**src/rtl/regs_access_ctrl.sv**
```systemverilog
`default_nettype none
// ============================================================================
// Module   : regs_access_ctrl
// Brief    : Requester-side sequencer for the regs file: operand reads + writeback.
//            Optional ISSUE-cycle writeback bypass enabled by macro REGS_BYPASS_EN.
// Revision : 1.0 - initial release
// ============================================================================
module regs_access_ctrl #(
  parameter int XLEN = 32,
  parameter int AW   = 5
) (
  input  logic            req,
  input  logic            rst,
  input  logic            dec_valid,
  output logic            dec_ready,
  input  logic [AW-1:0]   dec_rs1,
  input  logic [AW-1:0]   dec_rs2,
  input  logic [AW-1:0]   dec_rd,
  output logic            op_valid,
  input  logic            op_ready,
  output logic [XLEN-1:0] op_rs1_value,
  output logic [XLEN-1:0] op_rs2_value,
  output logic [AW-1:0]   op_rd,
  input  logic            wb_valid,
  input  logic [AW-1:0]   wb_rd,
  input  logic [XLEN-1:0] wb_value,
  output logic            rf_rs_read,
  output logic [AW-1:0]   rf_rs1,
  output logic [AW-1:0]   rf_rs2,
  output logic [AW-1:0]   rf_rd,
  output logic            rf_rd_write,
  output logic [XLEN-1:0] rf_rd_value,
  input  logic [XLEN-1:0] rf_rs1_value,
  input  logic [XLEN-1:0] rf_rs2_value
);

  typedef enum logic [1:0] {
    S_IDLE    = 2'd0,
    S_ISSUE   = 2'd1,
    S_CAPTURE = 2'd2,
    S_HOLD    = 2'd3
  } state_t;

  state_t          r_state;
  state_t          w_state_nxt;
  logic [AW-1:0]   r_rs1;
  logic [AW-1:0]   r_rs2;
  logic [AW-1:0]   r_rd;
  logic            w_wb_live;
  logic            w_hit1;
  logic            w_hit2;
  logic            w_hazard;
  logic            w_accept;
  logic [XLEN-1:0] w_src1;
  logic [XLEN-1:0] w_src2;

  // A write landing on the ISSUE edge is invisible to that read.
  assign w_wb_live = wb_valid & (wb_rd != '0);
  assign w_hit1    = w_wb_live & (wb_rd == r_rs1);
  assign w_hit2    = w_wb_live & (wb_rd == r_rs2);
  assign w_hazard  = w_hit1 | w_hit2;
  assign w_accept  = dec_valid & dec_ready;

  assign rf_rs1      = r_rs1;
  assign rf_rs2      = r_rs2;
  assign rf_rd       = wb_rd;
  assign rf_rd_value = wb_value;
  assign rf_rd_write = ~(w_wb_live & ~rst);

  always_comb begin
    w_state_nxt = r_state;
    dec_ready   = 1'b0;
    op_valid    = 1'b0;
    rf_rs_read  = 1'b1;
    case (r_state)
      S_IDLE: begin
        dec_ready = ~rst;
        if (dec_valid & ~rst) w_state_nxt = S_ISSUE;
      end
      S_ISSUE: begin
        rf_rs_read = 1'b0;
`ifdef REGS_BYPASS_EN
        w_state_nxt = S_CAPTURE;
`else
        if (!w_hazard) w_state_nxt = S_CAPTURE;
`endif
      end
      S_CAPTURE: w_state_nxt = S_HOLD;
      S_HOLD: begin
        op_valid = 1'b1;
        if (op_ready) w_state_nxt = S_IDLE;
      end
      default: w_state_nxt = S_IDLE;
    endcase
  end

`ifdef REGS_BYPASS_EN
  logic            r_byp1_vld;
  logic            r_byp2_vld;
  logic [XLEN-1:0] r_byp1;
  logic [XLEN-1:0] r_byp2;

  always_ff @(posedge req or posedge rst) begin
    if (rst) begin
      r_byp1_vld <= 1'b0;
      r_byp2_vld <= 1'b0;
      r_byp1     <= '0;
      r_byp2     <= '0;
    end else if (w_accept) begin
      r_byp1_vld <= 1'b0;
      r_byp2_vld <= 1'b0;
    end else if (r_state == S_ISSUE) begin
      if (w_hit1) begin
        r_byp1     <= wb_value;
        r_byp1_vld <= 1'b1;
      end
      if (w_hit2) begin
        r_byp2     <= wb_value;
        r_byp2_vld <= 1'b1;
      end
    end
  end

  assign w_src1 = r_byp1_vld ? r_byp1 : rf_rs1_value;
  assign w_src2 = r_byp2_vld ? r_byp2 : rf_rs2_value;
`else
  assign w_src1 = rf_rs1_value;
  assign w_src2 = rf_rs2_value;
`endif

  always_ff @(posedge req or posedge rst) begin
    if (rst) begin
      r_state      <= S_IDLE;
      r_rs1        <= '0;
      r_rs2        <= '0;
      r_rd         <= '0;
      op_rs1_value <= '0;
      op_rs2_value <= '0;
      op_rd        <= '0;
    end else begin
      r_state <= w_state_nxt;
      if (w_accept) begin
        r_rs1 <= dec_rs1;
        r_rs2 <= dec_rs2;
        r_rd  <= dec_rd;
      end
      // x0 reads as zero regardless of what the file returns
      if (r_state == S_CAPTURE) begin
        op_rs1_value <= (r_rs1 == '0) ? '0 : w_src1;
        op_rs2_value <= (r_rs2 == '0) ? '0 : w_src2;
        op_rd        <= r_rd;
      end
    end
  end

endmodule
`default_nettype wire

```
**config.mk**
```make
export PLATFORM = sky130hd
export DESIGN_NAME = regs_access_ctrl
export DESIGN_NICKNAME = d
export VERILOG_FILES = /design/src/rtl/regs_access_ctrl.sv
export SDC_FILE = /design/constraint.sdc
export NUM_CORES = 1
export LEC_CHECK = 0
export CAP_MARGIN = 40
export CORE_ASPECT_RATIO = 1.2
export CORE_UTILIZATION = 38
export CTS_BUF_LIST = sky130_fd_sc_hd__clkbuf_4
export DETAILED_ROUTE_END_ITERATION = 8
export PLACE_DENSITY = 0.83
export SYNTH_ARGS = -nofsm -noshare
export SYNTH_HDL_FRONTEND = slang
export SYNTH_SLANG_ARGS = --single-unit
```
**constraint.sdc**
```tcl
create_clock -name req -period 3.18 [get_ports req]
set_input_delay 0.318 -clock req [delete_from_list [all_inputs] [get_ports req]]
set_output_delay 0.318 -clock req [all_outputs]
set_load 0.01 [all_outputs]
```
* After elaboration in Yosys (flattened, before gate mapping)
Index checks and enable logic that the tools add are counted.
** Operators by class
- Equal/unequal tests :: 8
- Mux-type cells :: 9
- Bitwise operators :: 9
- Reductions and logical operators :: 5
** Operators by type and width (count)
- $mux W32 :: 2
- $eq A5 B5 Y1 :: 2
- $logic_not A5 Y1 :: 2
- $pmux W2 S4 :: 1
- $and A1 B1 Y1 :: 6
- $mux W2 :: 3
- $ne A2 B2 Y1 const B :: 3
- $reduce_bool A5 Y1 :: 1
- $eq A2 B2 Y1 const B :: 2
- $mux W1 :: 3
- $reduce_and A3 Y1 :: 1
- $eq A2 B1 Y1 const B :: 1
- $logic_not A2 Y1 :: 1
- $not A1 Y1 :: 2
- $or A1 B1 Y1 :: 1
** Word-level totals
- Register bits after elaboration :: 86
- Input port bits :: 121
- Output and inout port bits :: 120
- Word-level logic and storage cells :: 38

* Logic depth before layout (Yosys ltp)
- Word-level depth :: 6
- Depth in mapped cells :: 7
- Gate-level depth less buffers :: 5

* Worst setup path before layout
OpenSTA, ideal clock, no wires.
- Path type :: input -> output
- Start point :: in rst
- End point :: out rf_rd_write
- Data arrival time :: 2.529 ns
- Data required time :: 2.862 ns
- Setup slack :: 0.333 ns
- Cell stages on the path :: 2
- Buffers on the path :: 0
- Cells stage by stage :: inv_1 > o211ai_1
** Between the ends
- Longest elaborated chain between the ends :: 3
** RTL lines
- start: declaration :: RTL line 13 : input logic rst,
- $not A1 Y1 :: RTL line 68 : assign rf_rd_write = ~(w_wb_live & ~rst);
- $and A1 B1 Y1 :: RTL line 68
- $not A1 Y1 :: RTL line 68
- end: declaration :: RTL line 31 : output logic rf_rd_write,
Every way passes these cells.

* Worst setup path in the final report
- Start point :: in wb_rd[1]
- End point :: out rf_rd_write
** Between the ends
- Longest elaborated chain between the ends :: 4
** RTL lines
- start: declaration :: RTL line 25 : input logic [AW-1:0] wb_rd,
- $reduce_bool A5 Y1 :: RTL line 58 : assign w_wb_live = wb_valid & (wb_rd != '0);
- $and A1 B1 Y1 :: RTL line 58
- $and A1 B1 Y1 :: RTL line 68
- $not A1 Y1 :: RTL line 68
Every way passes these cells.

==> impl_results.md <==
* CP Data Required Time at ~2.9 ns
* Critical path fanouts, max at 4
* CP endpoint kind: output pin
* Pleak at between 2 and 2.5 nW
* Post-synthesis register bit count at 86
* Initial antenna violation count at 0
* Starting DRT DRC Count at between 80 and 90
* VDD IR max at between 0.5 and 0.6 mV
* Mapped cell area at 3840 um^2
* Worst Path Class, Setup: in2out
* Mapped Cells at just under 400
* Most common cell after layout, fill and taps aside: clkdlybuf4s50_1
* Cell taking the most area after synthesis: dfrtp_1
* MaxCap Viol Count at 0
* Final WS setup at just under 0.7 ns
* Largest net degree at the start of global routing at 50
* Layout cells sized above 1 at about 9%
* Routed WL per cell at ~15 um
* Initial Util at roughly two fifths
* Inserted Clock Buffers at 9
* Mapped Nets at slightly above 500
* Via density at 4.60
* Area growth syn-to-layout at 46.1%
* Status: finished clean
* Top cell type's share of synthesized area at 56.1%
* Pre-CTS WS at ~0.68 ns
* Count of pins over their slew limit at 0
* Setup-failing EPs final at 0
* Worst min path class: in2async
* Switch share at a little over a third
* DR pass1 iterations at 4
* Worst clock skew at around 0.014 ns
* Drt total wl at about 9600 um
* Fin nets at around 660
* Number of library cell types mapped by synthesis at 24
* Sink Count at 86
* Bufs on Longest Clock Path at 2
* Final Hold Fails at 0
* Critical path arrival at 2.17 ns
* Buffers on Ports at between 150 and 200
* Psw at about 0.0018 W
* CP startpoint kind: input port
* Tcrit/Tclk final at between 70% and 80%
* Slew @ Worst Pin at ~0.62 ns
* Remaining antenna violation count at 0
* Tmin final at ~2.5 ns
* Clk_lat worst skew at 0.42 ns
* Die footprint at ~11000 um^2
* Clk root buf: clkbuf_4
* # diodes at 0
* Die height at around 110 um
* DRC violations left at 0
* Sequential area share after synthesis at a little under three fifths
* Detailed-route via count at between 3000 and 4000
* Dpl hpwl at between 7000 and 8000 um
* Commonest cells after routing, fill and taps aside: 176 x clkdlybuf4s50_1, 86 x dfrtp_1, 69 x inv_1
* Width of the die at approximately 94 um
* CTS resizes at 0
* CORE AREA at between 9000 and 10000 um^2
* Flop2flop setup slack at approximately 1.3 ns
* Top_reg_cell synth: dfrtp_1
* Int Power at 0.00324 W
* Post-synth EDFFs at 0
* Gr ovfl total at 0
* Power density cells at 906 nW/um^2
* Area contributors post-synth: dfrtp_1 56%, o21ai_0 7.3%, buf_4 7.2%, inv_1 6.8%, nand2_1 6.4%
* RSZ-0062 raised after global routing: false
* Post-layout util at roughly three fifths
* Clock-pin slew on the worst setup and hold paths at around 0.13 ns
* Row count at 39
* Ys Warns at 0
* Final setup TNS at 0 ns
* Clock share of power at 11.8%
* Slew HR at around three fifths
* Achievable clock frequency at about 400 MHz
* H-tree Lvls at 3
* Post-CTS Setup Inserts at 0
* RD Place Congestion at approximately 0.79
* Total track usage at about a fifth
* TritonCTS clock tree: yes
* Final Power at 0.00508 W
* Vias in the first global route at ~3000
* Combinational power share at between 50% and 60%
* First-pass GRT wire length at ~15000 um
* Syn_area_per_cell at between 9 and 10 um^2
* Hold bufs inserted after CTS at 0
* I/O pins at 241
* Sequential power share at a little under two fifths
* Synth async-reset ratio at 100%
power by group through the flow:
stage          combinational (W)  sequential (W)  clock [W]
2_1_floorplan            0.00101         0.00214          0
3_3_place_gp             0.00249         0.00194          0
3_5_place_dp             0.00257         0.00196          0
4_1_cts                  0.00258         0.00194   0.000627
5_1_grt                  0.00278         0.00200   0.000677
6_report                 0.00254         0.00194   0.000599
Yosys cell counts, types with 2 or more instances:
cell and number:
o21a_1 2, dfrtp_1 86, nor2_1 3, o21ai_0 56, ha_1 5, nor3_1 2
buf_4 37, buf_1 2, xor2_1 10, clkbuf_1 8, o21ai_1 9, buf_2 5
inv_1 70, or4_1 2, nand2_1 65, mux2_2 20
layout make-up:
class,instances,area [um^2]
tap,123,154
timing repair buffer,181,1820
clock buffer,11,82.6
inverter,70,264
multi-input combinational,182,1080
fill,827,4060
clock inverter,5,50.0
sequential,86,2150
worst max-delay path, cell delays in order:
cell,delay [ns]
clkdlybuf4s50_1,0.51
or4_4,0.59
o211ai_1,0.18
clkdlybuf4s50_1,0.57
sequential cells by signal, summed over array words and instances, names as in the netlist:
name,cells
op_rs1_value,32
op_rs2_value,32
op_rd,5
r_rd,5
rf_rs1,5
rf_rs2,5
r_state,2
through the flow:
stage	instance area (um^2)	hold WS [ns]	cells
floorplan	3840	0.435	390
global placement	5450	0.483	641
detailed placement	5470	0.494	642
CTS	5610	0.398	658
global route	5610	0.408	658
finish	5610	0.417	658
per-layer routing:
layer	vias to the layer above	share of wire [%]	global-route usage [%]	wire length (um)
met1	1411	37	20.0	3600
met5	-	0	0	0
met2	128	51	31.9	4890
li1	1450	-	-	-
met3	35	7.5	5.42	721
met4	0	4.4	11.3	429
path summary, 6_finish.rpt:
path | cells past startpoint | start | to
max | 4 | wb_rd[1] | rf_rd_write
min | 3 | rst | op_rs2_value[24]
max reg2reg | 4 | r_state[0] | op_rs2_value[11]
min reg2reg | 2 | op_rs2_value[0] | op_rs2_value[0]
max in group asynchronous | 4 | rst | op_rs1_value[27]
min in group req | 3 | rf_rs1_value[7] | op_rs1_value[7]
cells by family after synthesis:
kind of cell,share of synthesized area (%)
buffers and inverters,15.7
xor gates and xnor gates,2.28
AOI/OAI and AO/OA,9.98
adders and majority gates,1.63
DFF,56.1
and+or+nand+nor,7.76
muxes,6.52
(Power assumes the default switching activity.)
